===== config.mk =====
export PLATFORM = sky130hd
export DESIGN_NAME = note_recorder
export DESIGN_NICKNAME = d
export VERILOG_FILES = /design/src/rtl/note_recorder.sv
export SDC_FILE = /design/constraint.sdc
export NUM_CORES = 2
export LEC_CHECK = 0
export ABC_CLOCK_PERIOD_IN_PS = 10700
export CAP_MARGIN = 20
export CORE_MARGIN = 2
export CORE_UTILIZATION = 60
export CTS_CLUSTER_DIAMETER = 30
export DETAILED_ROUTE_END_ITERATION = 10
export PLACE_DENSITY = 0.76
export SLEW_MARGIN = 40
export SYNTH_ARGS = -nofsm -noshare
export SYNTH_HDL_FRONTEND = slang
export SYNTH_SLANG_ARGS = --single-unit

===== constraint.sdc =====
create_clock -name clk -period 10.7 [get_ports clk]
set_clock_uncertainty 0.2 [all_clocks]
set_input_delay 2.14 -clock clk [delete_from_list [all_inputs] [get_ports clk]]
set_output_delay 2.14 -clock clk [all_outputs]
set_load 0.1 [all_outputs]

===== src/rtl/note_recorder.sv =====
// Note recorder: captures keypad note/octave runs as {note, octave, ms-length} entries and replays them.
// Latency: outputs are registered, so playback of an entry starts the cycle after play_start or a pointer advance.
// Backpressure: none. Commands are single-cycle pulses; NOTE_RECORDER_LOOP_EN makes playback wrap until stop.
module note_recorder #(
    parameter int DEPTH_LOG2 = 6
) (
    input  logic                  clk,
    input  logic                  rst_n,
    input  logic                  clk_1ms,
    input  logic                  rec_start,
    input  logic                  play_start,
    input  logic                  stop,
    input  logic [3:0]            in_note,
    input  logic [3:0]            in_octave,
    output logic [3:0]            out_note,
    output logic [3:0]            out_octave,
    output logic [1:0]            state,
    output logic [DEPTH_LOG2:0]   entry_count,
    output logic                  full,
    output logic                  done
);

    localparam int DEPTH = 2 ** DEPTH_LOG2;
    localparam logic [DEPTH_LOG2:0] LAST_CNT = (DEPTH_LOG2 + 1)'(DEPTH - 1);

    typedef enum logic [1:0] {IDLE = 2'd0, REC = 2'd1, PLAY = 2'd2} state_t;

    typedef struct packed {
        logic [3:0]  note;
        logic [3:0]  octave;
        logic [15:0] len;
    } entry_t;

    state_t                state_q;
    logic [3:0]            out_note_q, out_oct_q;
    logic [3:0]            lat_note_q, lat_oct_q;
    logic [15:0]           len_q, rem_q;
    logic [DEPTH_LOG2-1:0] ptr_q;
    logic [DEPTH_LOG2:0]   count_q;
    logic                  full_q, done_q;
    logic                  sync1_q, sync2_q, hist_q;

    entry_t                mem [DEPTH];

    logic                  tick, change, commit_vld, fill_last, last_ent;
    logic [DEPTH_LOG2-1:0] ptr_d;
    logic [DEPTH_LOG2:0]   count_d;
    entry_t                rd_first, rd_next, commit_dat;

    // Synchronizer flops come out of reset high so a clk_1ms already high is not seen as an edge.
    always_ff @(posedge clk) begin
        if (!rst_n) begin
            sync1_q <= 1'b1;
            sync2_q <= 1'b1;
            hist_q  <= 1'b1;
        end else begin
            sync1_q <= clk_1ms;
            sync2_q <= sync1_q;
            hist_q  <= sync2_q;
        end
    end

    always_comb begin
        tick       = sync2_q & ~hist_q;
        change     = {in_note, in_octave} != {lat_note_q, lat_oct_q};
        commit_vld = (state_q == REC) && (len_q != 16'd0) && (stop || change);
        fill_last  = commit_vld && (count_q == LAST_CNT);
        count_d    = count_q + 1'b1;
        ptr_d      = ptr_q + 1'b1;
        last_ent   = ({1'b0, ptr_q} == (count_q - 1'b1));
        rd_first   = mem[0];
        rd_next    = mem[ptr_d];
        commit_dat = {lat_note_q, lat_oct_q, len_q};
    end

    // Buffer is not cleared on reset; entry_count = 0 makes stale contents unreachable.
    always_ff @(posedge clk) begin
        if (rst_n && commit_vld) begin
            mem[count_q[DEPTH_LOG2-1:0]] <= commit_dat;
        end
    end

    always_ff @(posedge clk) begin
        if (!rst_n) begin
            state_q    <= IDLE;
            out_note_q <= 4'd0;
            out_oct_q  <= 4'd0;
            lat_note_q <= 4'd0;
            lat_oct_q  <= 4'd0;
            len_q      <= 16'd0;
            rem_q      <= 16'd0;
            ptr_q      <= '0;
            count_q    <= '0;
            full_q     <= 1'b0;
            done_q     <= 1'b0;
        end else begin
            done_q <= 1'b0;
            case (state_q)
                IDLE: begin
                    out_note_q <= 4'd0;
                    out_oct_q  <= 4'd0;
                    if (stop) begin
                        state_q <= IDLE;
                    end else if (rec_start) begin
                        state_q    <= REC;
                        count_q    <= '0;
                        full_q     <= 1'b0;
                        lat_note_q <= in_note;
                        lat_oct_q  <= in_octave;
                        len_q      <= 16'd0;
                        out_note_q <= in_note;
                        out_oct_q  <= in_octave;
                    end else if (play_start && count_q != '0) begin
                        state_q    <= PLAY;
                        ptr_q      <= '0;
                        out_note_q <= rd_first.note;
                        out_oct_q  <= rd_first.octave;
                        rem_q      <= rd_first.len;
                    end
                end
                REC: begin
                    out_note_q <= in_note;
                    out_oct_q  <= in_octave;
                    if (commit_vld) begin
                        count_q <= count_d;
                    end
                    if (stop || fill_last) begin
                        state_q    <= IDLE;
                        full_q     <= fill_last;
                        out_note_q <= 4'd0;
                        out_oct_q  <= 4'd0;
                    end else if (change) begin
                        // A tick coinciding with a change belongs to the new entry.
                        lat_note_q <= in_note;
                        lat_oct_q  <= in_octave;
                        len_q      <= {15'd0, tick};
                    end else if (tick && len_q != 16'hFFFF) begin
                        len_q <= len_q + 16'd1;
                    end
                end
                PLAY: begin
                    if (stop) begin
                        state_q    <= IDLE;
                        out_note_q <= 4'd0;
                        out_oct_q  <= 4'd0;
                    end else if (tick) begin
                        if (rem_q == 16'd1) begin
                            if (last_ent) begin
                                done_q <= 1'b1;
`ifdef NOTE_RECORDER_LOOP_EN
                                ptr_q      <= '0;
                                out_note_q <= rd_first.note;
                                out_oct_q  <= rd_first.octave;
                                rem_q      <= rd_first.len;
`else
                                state_q    <= IDLE;
                                out_note_q <= 4'd0;
                                out_oct_q  <= 4'd0;
                                rem_q      <= 16'd0;
`endif
                            end else begin
                                ptr_q      <= ptr_d;
                                out_note_q <= rd_next.note;
                                out_oct_q  <= rd_next.octave;
                                rem_q      <= rd_next.len;
                            end
                        end else begin
                            rem_q <= rem_q - 16'd1;
                        end
                    end
                end
                default: state_q <= IDLE;
            endcase
        end
    end

    assign out_note    = out_note_q;
    assign out_octave  = out_oct_q;
    assign state       = state_q;
    assign entry_count = count_q;
    assign full        = full_q;
    assign done        = done_q;

endmodule


# [Word-level counts from Yosys, hierarchy flattened]
# Memory sizes are Yosys's and may differ from the RTL's.
# Cells that the tools add are included.
[totals] memories=1 word_cells=143 reg_bits=68 mem_bits_rw=1536
[classes] n_mux=70 n_reduce_logical=23 n_eq_ne=24 bitwise_logic=6 n_addsub=5
[memory_table] name="mem" words=64 word_bits=24 rd=2 rd_clocked_by_memory_dff=0 wr=1 line="43" source="entry_t mem [DEPTH];"
[ops] cell="16-bit two-way mux" n=12
[ops] cell="4-bit two-way mux" n=24
[ops] cell="16-bit case mux with 2 select lines" n=2
[ops] cell="6-bit two-way mux" n=7
[ops] cell="4-bit case mux with 3 select lines" n=2
[ops] cell="2-bit inequality test (second input constant)" n=11
[ops] cell="7-bit two-way mux" n=3
[ops] cell="16-bit by 1-bit adder with 16-bit output (second input constant)" n=1
[ops] cell="16-bit by 1-bit == test with 1-bit output (second input constant)" n=1
[ops] cell="2-bit two-way mux" n=8
[ops] cell="16-bit inequality test (second input constant)" n=1
[ops] cell="4-bit case mux with 2 select lines" n=2
[ops] cell="16-bit nonzero test" n=1
[ops] cell="16-bit by 1-bit subtractor with 16-bit output (second input constant)" n=1
[ops] cell="5-bit AND reduction" n=3
[ops] cell="7-bit case mux with 2 select lines" n=1
[ops] cell="6-bit case mux with 2 select lines" n=1
[ops] cell="3-bit inequality test (second input constant)" n=3
[ops] cell="8-bit inequality test" n=1
[ops] cell="4-bit AND reduction" n=2
[ops] cell="8-bit AND reduction" n=1
[ops] cell="7-bit by 1-bit adder with 7-bit output (second input constant)" n=1
[ops] cell="6-bit by 7-bit == test with 1-bit output" n=1
[ops] cell="7-bit by 6-bit == test with 1-bit output (second input constant)" n=1
[ops] cell="21 further kinds" n=37

# [Depth between registers and ports, before layout]
[depth] word_depth=7 ltp_mapped=13 mapped_depth_nobuf=9

# [Worst setup path after synthesis]
# OpenSTA, ideal clock, no wires.
[synth_path] path_type="in2reg" startpoint="input in_note[2]" endpoint="memory mem[47][0] (netlist bit) (enable)" t_required_ps=10095 path_buffers=0 setup_slack_ps=5951 arrival_time_ps=4144 stages=6 path_cell_list="xnor2_1 > nand4_1 > o31a_1 > and3_1 > nand3_1 > nor2_1"
[synth_between] elab_chain_cells=6
[synth_lines] element="from (decl)" line="13" source="input logic [3:0] in_note,"
[synth_lines] element="8-bit inequality test" line="65" source="change = {in_note, in_octave} != {lat_note_q, lat_oct_q};"
[synth_lines] element="1-bit logical OR" line="66" source="commit_vld = (state_q == REC) && (len_q != 16'd0) && (stop || change);"
[synth_lines] element="1-bit logical AND" line="66"
[synth_lines] element="1-bit logical AND" line="78" source="if (rst_n && commit_vld) begin"
[synth_lines] element="1-bit two-way mux" line="78"
[synth_lines] element="1-bit two-way mux (not written as such)" line="79" source="mem[count_q[DEPTH_LOG2-1:0]] <= commit_dat;"
[synth_lines] element="to (decl)" line="43"
# Every way passes these cells.

# [Final worst setup path]
[layout_path] startpoint="input stop" endpoint="register len_q[3]"
[layout_between] elab_chain_cells=6
[layout_lines] element="from (decl)" line="12" source="input logic stop,"
[layout_lines] element="1-bit logical OR" line="66"
[layout_lines] element="1-bit logical AND" line="66"
[layout_lines] element="1-bit logical AND" line="67" source="fill_last = commit_vld && (count_q == LAST_CNT);"
[layout_lines] element="1-bit logical OR" line="127" source="if (stop || fill_last) begin"
[layout_lines] element="2-bit inequality test (no source line)"
[layout_lines] element="5-bit AND reduction (no source line) *"
[layout_lines] element="to (signal assigned)" line="136" source="len_q <= {15'd0, tick};"
[layout_lines] element="to (signal assigned)" line="138" source="len_q <= len_q + 16'd1;"
[layout_lines] element="to (decl)" line="37" source="logic [15:0] len_q, rem_q;"
# Every way passes the cells marked *; elsewhere a longest branch is shown, timed or not.
# A chain may end at the register's enable or synchronous reset.

==> impl_metrics.ini <==
[layout]
final_common_cell = edfxtp_1
multi_input_area_um2 = 14820
stdcell_area_um2 = 73660
drive_gt1_share_pct = 32.25
ff_latch_area_um2 = 47520
nets = 3262
area_growth_pct = 16.95
layout.cells.non_filler = 4830
mostFrequentLayoutCells = 1,536 x edfxtp_1, 440 x mux4_2, 237 x clkbuf_16
fillers = 5733

[global_routing]
grt_start_max_net_pins = 85
grt_antenna_before_repair = 5
grt_first_pass_wirelength_mm = 252.8
first_global_vias = 34460
overflow = 0
grt_usage_pct = 33.59

[clocking]
cts_setup_buffers = 0
clkTransAtPathRegs_ns = 0.06
insertion_delay_ns = 0.82
ctsResizeCount = 0
tritoncts = built
clk_path_buf_depth = 3
h-tree-depth = 4
cts_root_buf = clkbuf_16
ctsHoldBuffers = 0
clock_sinks = 1604
cts_made_buffers = 235

[timing]
finalHoldViolCount = 0
relSlewSlack_pct = 41.16
hold_ws_ns = 0.2405
setup_viol = 0
fmax_ghz = 0.1900
min_period_over_period_pct = 49.20
fin_tns_setup_ns = 0
fin_ws_ns = 5.436
fin_crit_ns = 5.264
rsz0062_at_grt = no
max_slew.worst_pin.slew_ns = 0.8827
drv_slew = 0

[power]
cellPowerDensity_nw_per_um2 = 203.0
pwr-share-seq_pct = 45.7
p_sw_share_pct = 21.63
switchingPower_uw = 3234
leakage_uw = 0.02501
ir_drop_v = 0.0001631
power_frac_comb_pct = 1.4
p_int_uw = 11720
clkPwrFrac_pct = 52.8

[synth]
async_flop_share_pct = 0
syn_nets = 3040
yosys_warnings = 0
synth_cells = 3014
yosysUniqueCellTypes = 70
yosysSeqAreaShare_pct = 75.39
synth_ff_type = edfxtp_1
synth-seq-cells = 1604
synth-edff-count = 1536
postSynthAreaPerCell_um2 = 20.90
syn_area_um2 = 62980

[place]
placed_cells = 4378
routabilityCongestion = 0.9212
io_buffers = 32
dpl_cell_area_um2 = 65350
dp_hpwl_mm = 88.56
pre_cts_slack_ns = 4.603

[route]
ant_nets = 0
drt-pass1-iter-count = 6
drcViolationCount = 0
vias_per_cell = 7.067
finalWirelength_mm = 176.3
num_vias = 34140
drt_iter0_drc = 5745
routedWlPerCell_um = 36.50

[critical_path]
critical_path_class = in -> reg
required_ns = 11.17
r2r-start = ptr_q[0]
worstPathMaxFanout = 16
rrSetupSlack_ns = 5.47
reg2reg_to = out_octave[2]
ff2ff_path_depth = 10
worstPathCellList = clkdlybuf4s50_1 > nor2b_1 > nand2_1 > o21a_1 > a211oi_4 > and2_1 > nand2b_1 > nor2_1
crit_arrival_ns = 5.73
start_kind = input port
critPathMaxStageDelay_ns = 0.71
crit_path_end_kind = flop
critical_path.slowest_cell = nor2b_1

[floorplan]
io_pins = 33
row_count = 118
fp.dieArea_um2 = 107600
chipWidth_um = 328.0
chipHeight_um = 328.0
start_util_pct = 60.68
core_area_um2 = 103800

[hold_path]
hp-class = reg -> reg
min_delay_path_depth = 2
min_from = out_note[1]
hold_path_end = out_note[1]

[outcome]
outcome = finished clean

[flow_run]
maxCapViolations = 0
==> Yosys cell counts, types with 8 or more instances <==
cell / instances / share of area (%)
mux2i_1: 34 / 0.54
nor3_1: 16 / 0.13
a221o_1: 8 / 0.13
nor2b_1: 8 / 0.079
buf_6: 11 / 0.20
nand4_1: 55 / 0.55
o311ai_1: 8 / 0.11
dfxtp_1: 68 / 2.2
xnor2_1: 18 / 0.25
nor2_1: 124 / 0.74
xor2_1: 28 / 0.39
o21ai_0: 31 / 0.25
and3_1: 16 / 0.16
clkbuf_1: 64 / 0.38
buf_4: 25 / 0.30
nand2_1: 159 / 0.95
ha_1: 12 / 0.24
mux4_2: 440 / 16
nand3_1: 55 / 0.44
nand3b_1: 8 / 0.095
a22o_1: 19 / 0.26
a31oi_1: 32 / 0.32
nor4_1: 12 / 0.12
buf_1: 11 / 0.066
inv_1: 26 / 0.15
a21oi_1: 18 / 0.14
edfxtp_1: 1536 / 73
buf_2: 57 / 0.45
o21ai_1: 15 / 0.12
==> sequential cells by signal, indices dropped and copies added (netlist names), 2 cells and up <==
signal	flops
out_note	4
out_octave	4
mem	1536
state	2
lat_note_q	4
entry_count	7
len_q	16
ptr_q	6
lat_oct_q	4
rem_q	16
==> through the flow <==
step / power, uW / utilization [%]
after floorplan: 7100 / -
after global placement: 7170 / 62.97
after detailed placement: 7171 / 62.97
after CTS: 14990 / 70.89
after global routing: 15260 / 70.96
final: 14950 / 70.97
==> critical path, delay by kind of cell <==
kind	cells	cell delay, ns
AND/OR/NAND/NOR	5	2.15
AO/OA/AOI/OAI	2	0.78
buffers and inverters	1	0.65
==> kinds of logic after synthesis <==
family	count (synthesis)	synth area share (%)
and+or+nand+nor	490	3.685
adders and majority gates	12	0.2384
buffers and inverters	195	1.555
xor gates and xnor gates	47	0.6655
DFF	1604	75.39
muxes	474	16.27
AOI/OAI and AO/OA	192	2.187
==> how the worst max path moves through the flow <==
stage,start,endpoint,cells after the start
after floorplan,in_note[2],mem[47][0],6
after global placement,stop,len_q[7],8
after detailed placement,stop,len_q[3],8
after CTS,stop,len_q[3],8
after global routing,stop,len_q[3],8
final,stop,len_q[3],8
==> cell type report <==
type                    count  area share [%]
diodes                      2        0.006795
flip-flops and latches   1604           64.52
multi-input cells        1215           20.12
repair buffers            153           1.705
clock inverters           191           2.988
clock buffers             258           8.186
inverters                  27          0.1376
well taps                1380           2.344
==> routing by layer <==
layer  vias up  track usage, %  routed length (um)
li1      13110               -                   -
met1     17500           46.51               60620
met2      2996           50.87               82260
met3       521           9.420               24790
met4         6           14.67                8561
met5         -               0                  40
==> power by group through the flow <==
stage	combinational [uW]	clock [uW]	sequential, uW
finish	215	7900	6840
global route	225	8200	6840
CTS	208	7940	6840
detailed placement	205	0	6970
global placement	204	0	6970
floorplan	93.1	0	7010
(Power assumes the default switching activity.)
